==> config.mk <==
export PLATFORM = sky130hd
export DESIGN_NAME = unified_mem_arbiter_flat
export DESIGN_NICKNAME = d
export VERILOG_FILES = /design/src/rtl/unified_mem_arbiter_if.sv /design/src/rtl/unified_mem_arbiter.sv /design/src/flat_wrapper.sv
export SDC_FILE = /design/constraint.sdc
export NUM_CORES = 1
export LEC_CHECK = 0
export BUFFER_PORTS_ARGS = -buffer_cell sky130_fd_sc_hd__buf_2
export CAP_MARGIN = 40
export CORE_ASPECT_RATIO = 1.25
export CORE_MARGIN = 2
export CORE_UTILIZATION = 43
export CTS_CLUSTER_SIZE = 16
export DETAILED_ROUTE_END_ITERATION = 7
export PLACE_DENSITY = 0.77
export SYNTH_ARGS = -nofsm -noshare
export SYNTH_HDL_FRONTEND = slang
export SYNTH_SLANG_ARGS = --single-unit
==> constraint.sdc <==
create_clock -name clk_i -period 3.8 [get_ports clk_i]
set_input_delay 0.19 -clock clk_i [delete_from_list [all_inputs] [get_ports clk_i]]
set_output_delay 0.19 -clock clk_i [all_outputs]
set_load 0.03 [all_outputs]
==> src/rtl/unified_mem_arbiter_if.sv <==
// Memory-side bus of the unified instruction/data memory arbiter.
// master = arbiter, slave = single-ported memory.
interface unified_mem_arbiter_if #(
    parameter int AW = 32
);
    logic          mem_req_o;
    logic          mem_we_o;
    logic [AW-1:0] mem_addr_o;
    logic [31:0]   mem_wdata_o;
    logic [3:0]    mem_be_o;
    logic [31:0]   mem_rdata_i;
    logic          mem_ack_i;

    modport master (
        output mem_req_o,
        output mem_we_o,
        output mem_addr_o,
        output mem_wdata_o,
        output mem_be_o,
        input  mem_rdata_i,
        input  mem_ack_i
    );

    modport slave (
        input  mem_req_o,
        input  mem_we_o,
        input  mem_addr_o,
        input  mem_wdata_o,
        input  mem_be_o,
        output mem_rdata_i,
        output mem_ack_i
    );
endinterface

==> src/rtl/unified_mem_arbiter.sv <==
// Shares one single-ported memory between fetch and the MEM stage.
// Data wins unless fetch has been starved for STARVE_LIMIT grants.
module unified_mem_arbiter #(
    parameter int AW           = 32,
    parameter int STARVE_LIMIT = 4
) (
    input  logic          clk_i,
    input  logic          rst_i,
    input  logic          if_req_i,
    input  logic [AW-1:0] if_addr_i,
    input  logic          if_flush_i,
    output logic          if_ack_o,
    output logic [31:0]   if_rdata_o,
    input  logic          d_rd_i,
    input  logic          d_wr_i,
    input  logic [AW-1:0] d_addr_i,
    input  logic [31:0]   d_wdata_i,
    input  logic [3:0]    d_be_i,
    output logic          d_ack_o,
    output logic [31:0]   d_rdata_o,
    output logic          busy_o,
    unified_mem_arbiter_if.master mem
);
    localparam int CW = $clog2(STARVE_LIMIT + 1);

    typedef enum logic [1:0] {IDLE, I_BUSY, D_BUSY} state_t;

    state_t        state_q, state_d;
    logic [CW-1:0] starve_q;
    logic          flush_pend_q;
    logic          done_q;
    logic          d_req;
    logic          starved;
    logic          grant_d;
    logic          grant_i;
    logic          complete;

    assign d_req   = d_rd_i | d_wr_i;
    assign starved = starve_q >= CW'(STARVE_LIMIT);
    assign busy_o  = state_q != IDLE;

    always_ff @(posedge clk_i or posedge rst_i) begin
        if (rst_i) state_q <= IDLE;
        else       state_q <= state_d;
    end

    // done_q marks the ack-pulse cycle, which is left free as a bubble
    always_comb begin
        state_d  = state_q;
        grant_d  = 1'b0;
        grant_i  = 1'b0;
        complete = 1'b0;
        unique case (state_q)
            IDLE: begin
                if (!done_q) begin
                    if (d_req && (!starved || !if_req_i)) begin
                        grant_d = 1'b1;
                        state_d = D_BUSY;
                    end else if (if_req_i && !if_flush_i) begin
                        grant_i = 1'b1;
                        state_d = I_BUSY;
                    end
                end
            end
            I_BUSY, D_BUSY: begin
                if (mem.mem_ack_i) begin
                    complete = 1'b1;
                    state_d  = IDLE;
                end
            end
            default: state_d = IDLE;
        endcase
    end

    always_ff @(posedge clk_i or posedge rst_i) begin
        if (rst_i) begin
            starve_q        <= '0;
            flush_pend_q    <= 1'b0;
            done_q          <= 1'b0;
            if_ack_o        <= 1'b0;
            if_rdata_o      <= '0;
            d_ack_o         <= 1'b0;
            d_rdata_o       <= '0;
            mem.mem_req_o   <= 1'b0;
            mem.mem_we_o    <= 1'b0;
            mem.mem_addr_o  <= '0;
            mem.mem_wdata_o <= '0;
            mem.mem_be_o    <= '0;
        end else begin
            if_ack_o <= 1'b0;
            d_ack_o  <= 1'b0;
            done_q   <= complete;
            if (grant_d) begin
                mem.mem_req_o   <= 1'b1;
                mem.mem_we_o    <= d_wr_i;
                mem.mem_addr_o  <= d_addr_i;
                mem.mem_wdata_o <= d_wdata_i;
                mem.mem_be_o    <= d_wr_i ? d_be_i : 4'hF;
                if (!if_req_i)    starve_q <= '0;
                else if (!starved) starve_q <= starve_q + 1'b1;
            end
            if (grant_i) begin
                mem.mem_req_o   <= 1'b1;
                mem.mem_we_o    <= 1'b0;
                mem.mem_addr_o  <= if_addr_i;
                mem.mem_wdata_o <= '0;
                mem.mem_be_o    <= 4'hF;
                starve_q        <= '0;
            end
            if (state_q == I_BUSY && if_flush_i && !complete)
                flush_pend_q <= 1'b1;
            if (complete) begin
                mem.mem_req_o <= 1'b0;
                if (state_q == I_BUSY) begin
                    if_rdata_o   <= mem.mem_rdata_i;
                    if_ack_o     <= !(flush_pend_q || if_flush_i);
                    flush_pend_q <= 1'b0;
                end else begin
                    d_ack_o <= 1'b1;
                    if (!mem.mem_we_o) d_rdata_o <= mem.mem_rdata_i;
                end
            end
        end
    end
endmodule

==> src/flat_wrapper.sv <==
// flat-port wrapper written by rule: the top's interface ports become plain ports
module unified_mem_arbiter_flat 
#(
    parameter int AW           = 32,
    parameter int STARVE_LIMIT = 4
)
  (clk_i, rst_i, if_req_i, if_addr_i, if_flush_i, if_ack_o, if_rdata_o, d_rd_i, d_wr_i, d_addr_i, d_wdata_i, d_be_i, d_ack_o, d_rdata_o, busy_o, mem_mem_req_o, mem_mem_we_o, mem_mem_addr_o, mem_mem_wdata_o, mem_mem_be_o, mem_mem_rdata_i, mem_mem_ack_i);
  unified_mem_arbiter_if #(.AW(AW)) mem_i ();
  input  logic clk_i;
  input  logic rst_i;
  input  logic if_req_i;
  input  logic [AW-1:0] if_addr_i;
  input  logic if_flush_i;
  output logic if_ack_o;
  output logic [31:0] if_rdata_o;
  input  logic d_rd_i;
  input  logic d_wr_i;
  input  logic [AW-1:0] d_addr_i;
  input  logic [31:0] d_wdata_i;
  input  logic [3:0] d_be_i;
  output logic d_ack_o;
  output logic [31:0] d_rdata_o;
  output logic busy_o;
  output wire logic [$bits(mem_i.mem_req_o)-1:0] mem_mem_req_o;
  output wire logic [$bits(mem_i.mem_we_o)-1:0] mem_mem_we_o;
  output wire logic [$bits(mem_i.mem_addr_o)-1:0] mem_mem_addr_o;
  output wire logic [$bits(mem_i.mem_wdata_o)-1:0] mem_mem_wdata_o;
  output wire logic [$bits(mem_i.mem_be_o)-1:0] mem_mem_be_o;
  input wire logic [$bits(mem_i.mem_rdata_i)-1:0] mem_mem_rdata_i;
  input wire logic [$bits(mem_i.mem_ack_i)-1:0] mem_mem_ack_i;
  assign mem_mem_req_o = mem_i.mem_req_o;
  assign mem_mem_we_o = mem_i.mem_we_o;
  assign mem_mem_addr_o = mem_i.mem_addr_o;
  assign mem_mem_wdata_o = mem_i.mem_wdata_o;
  assign mem_mem_be_o = mem_i.mem_be_o;
  assign mem_i.mem_rdata_i = mem_mem_rdata_i;
  assign mem_i.mem_ack_i = mem_mem_ack_i;
  unified_mem_arbiter #(.AW(AW), .STARVE_LIMIT(STARVE_LIMIT)) u_core (.clk_i(clk_i), .rst_i(rst_i), .if_req_i(if_req_i), .if_addr_i(if_addr_i), .if_flush_i(if_flush_i), .if_ack_o(if_ack_o), .if_rdata_o(if_rdata_o), .d_rd_i(d_rd_i), .d_wr_i(d_wr_i), .d_addr_i(d_addr_i), .d_wdata_i(d_wdata_i), .d_be_i(d_be_i), .d_ack_o(d_ack_o), .d_rdata_o(d_rdata_o), .busy_o(busy_o), .mem(mem_i));
endmodule
==> impl_metrics.json <==
{
  "status": "completed",
  "timing.rr.start": "u_core.state_q[0]",
  "vias": 4529,
  "synth-seq-area-share_pct": 58.5,
  "clkLatencyLatePin_ps": 400,
  "rsz0062_at_grt": "false",
  "antenna_found_initial": 1,
  "endpoint": "u_core.mem.mem_wdata_o[13]",
  "clk_pin_slew_ps": 60,
  "yosysTopAreaCell": "dfrtp_1",
  "end_kind": "register",
  "rows": 48,
  "critPathArrivalTime_ps": 2290,
  "setup_violations": 0,
  "crit_buf_inv": 2,
  "syn_area_per_cell_um2": 14.9,
  "worstRegToRegCells": 6,
  "critPathLaunch": "u_core.state_q[0]",
  "synth_cells": 411,
  "cts.path.max_buffers": 2,
  "cts_max_level": 4,
  "startpoint_type": "register",
  "io_pins": 276,
  "grt_max_degree": 51,
  "seqPwrFrac_pct": 32.5,
  "cts.sinks": 143,
  "p_sw_mw": 3.31,
  "syn_area_um2": 6120,
  "yosysTopAreaCellShare_pct": 58.5,
  "pwr-share-clk_pct": 21.8,
  "fin_tns_setup_ps": 0,
  "area_delta_synth_final_pct": 37.6,
  "grt.overflow.total": 0,
  "synth_cell_types": 37,
  "worst_hold_slack_ps": 14.0,
  "placed_cell_area_um2": 7580,
  "cts_tree": "built",
  "p_leak_nw": 4.21,
  "fin_cells": 892,
  "wl_per_cell_um": 17.0,
  "switching_share_pct": 41.7,
  "syn_nets": 554,
  "globalplace.congestion": 0.841,
  "dp_hpwl_um": 11100,
  "grt.total_usage_pct": 19.9,
  "powerDensity_nw_per_um2": 941,
  "cpPeakStageDelay_ps": 400,
  "cts_buffers": 17,
  "routed_wl_um": 15200,
  "post_cts_buffers": 0,
  "viasPerCell": 5.08,
  "final_max_slew_viol_count": 0,
  "cap_violations": 0,
  "synth_warnings": 0,
  "reg2reg_to": "u_core.mem.mem_wdata_o[13]",
  "core_area_um2": 13900,
  "drt-pass1-iter-count": 4,
  "clock_skew_ps": 7.85,
  "cpMaxStageDelayCell": "dfrtp_1",
  "drc": 0,
  "fin_crit_sh_pct": 52.7,
  "die_area_um2": 15200,
  "ys_ff_latch": 143,
  "crit_path_max_fanout": 37,
  "path_cells": "inv_1 > ha_1 > nor2b_2 > buf_4 > o21ai_4 > a22o_1",
  "die_y_um": 137,
  "fin_crit_ps": 2000,
  "grt_pass1_wl_um": 24200,
  "regToRegSetupSlack_ps": 1800,
  "worstSetupPathType": "register to register",
  "crit_family": "compound AO/OA/AOI/OAI gates",
  "nFillCells": 1100,
  "cts_root_buf": "clkbuf_16",
  "dieWidth_um": 111,
  "internal-power_mw": 4.62,
  "drive_above_1_share_pct": 54.2,
  "initial_core_util_pct": 44.1,
  "comb_power_share_pct": 45.7,
  "cp.required_ps": 4080,
  "finalInstanceArea_um2": 8420,
  "layout.nets": 847,
  "hold_class": "input pin to register",
  "worst_pin_slew_ps": 889,
  "drt_iter0_drc": 166,
  "placed_cells": 838,
  "fmax_mhz": 499,
  "grt_pass1_vias": 4931,
  "max_slew_margin_pct": 40.5,
  "drtAntennaViolNets": 0,
  "numPortBuffers": 275,
  "peakVddDrop_uv": 547,
  "finalHoldViolCount": 0,
  "synth_area_leaders": "dfrtp_1 58%, mux2_2 11%, mux2i_1 5.4%",
  "cp.depth": 6
}
==> layer usage <==
metal / track usage, % / routed length [µm] / vias to the layer above
li1: - / - / 2117
met1: 23.5 / 5990 / 2182
met2: 34.5 / 7720 / 203
met3: 6.38 / 1200 / 27
met4: 6.81 / 252 / 0
met5: 0 / 0 / -
==> kinds of logic after synthesis <==
family,after synthesis,synth area share [%]
AOI/OAI and AO/OA,82,12.1
adders and majority gates,4,0.818
buffers and inverters,40,5.21
DFF,143,58.5
muxes,97,17.2
and+or+nand+nor,45,6.28
==> placed cells by master (no fill, tap or decap), types with 8 or more instances in the layout <==
cell type and n:
a2bb2oi_1 32, dfrtp_1 143, or3b_1 29, mux2_2 62, buf_2 275, inv_1 8, clkbuf_16 17, mux2i_1 33
dlygate4sd3_1 22, a22o_1 32
==> metrics by stage <==
stage                     util, %  total power, mW  worst slack (ps)
after detailed placement     54.6             6.23              1780
final                        60.7             7.93              1800
after floorplan                 -             5.21              1820
after global routing         60.7             8.33              1640
after CTS                    60.4             8.01              1770
after global placement       54.1             6.05              1740
==> cell type report <==
cell class                 count  area, µm²  area share [%]
sequential                   143       3580            42.5
multi-input combinational    228       2240            26.6
timing repair buffer         305       1730            20.5
clock buffer                  19        433            5.14
tap                          175        219            2.60
clock inverter                12        186            2.21
inverter                       9       37.5           0.446
antenna                        1       2.50          0.0297
==> what timing repair did <==
| item | in CTS | in global routing |
|---|---|---|
| hold endpoints to repair | 35 | 4 |
| hold buffers | 18 | 4 |
| gates resized for setup | 0 | 0 |
==> Yosys cell counts, drive strengths merged <==
cell type  number
a21boi          1
a21oi           2
a22o           32
a2bb2oi        33
a32o            1
and2b           1
buf            25
clkbuf          6
dfrtp         143
ha              4
inv             9
mux2           64
mux2i          33
nand2           1
nand3           3
nand4           1
nor2            1
nor2b           1
nor3            3
o211ai          2
o21a            2
o21ai           2
o22a            4
o22ai           1
o2bb2ai         2
or2b            1
or3b           33
==> worst min path at each step <==
stage / startpoint / to / slack, ps / depth (start not counted)
after floorplan: d_be_i[0] / u_core.mem.mem_be_o[0] / 320 / 1
after global placement: d_be_i[2] / u_core.mem.mem_be_o[2] / 400 / 2
after detailed placement: rst_i / u_core.if_rdata_o[14] / 240 / 2
after CTS: d_wdata_i[23] / u_core.mem.mem_wdata_o[23] / 0.3 / 2
after global routing: d_wdata_i[3] / u_core.mem.mem_wdata_o[3] / 3 / 2
final: d_wdata_i[21] / u_core.mem.mem_wdata_o[21] / 10 / 2
==> power groups by stage <==
stage / clock network (mW) / logic [mW] / registers [mW]
global route: 1.84 / 3.84 / 2.65
global placement: 0 / 3.51 / 2.54
floorplan: 0 / 1.37 / 3.84
finish: 1.73 / 3.62 / 2.57
detailed placement: 0 / 3.65 / 2.58
CTS: 1.78 / 3.67 / 2.57
==> state kept, by name (all words and copies together) (netlist names) <==
| signal | cells |
|---|---|
| u_core.mem.mem_wdata_o | 32 |
| u_core.flush_pend_q | 1 |
| u_core.mem.mem_we_o | 1 |
| u_core.done_q | 1 |
| u_core.mem.mem_req_o | 1 |
| u_core.starve_q | 3 |
| u_core.d_rdata_o | 32 |
| u_core.d_ack_o | 1 |
| u_core.state_q | 2 |
| u_core.mem.mem_be_o | 4 |
| u_core.mem.mem_addr_o | 32 |
| u_core.if_ack_o | 1 |
| u_core.if_rdata_o | 32 |
(Power assumes the default switching activity.)
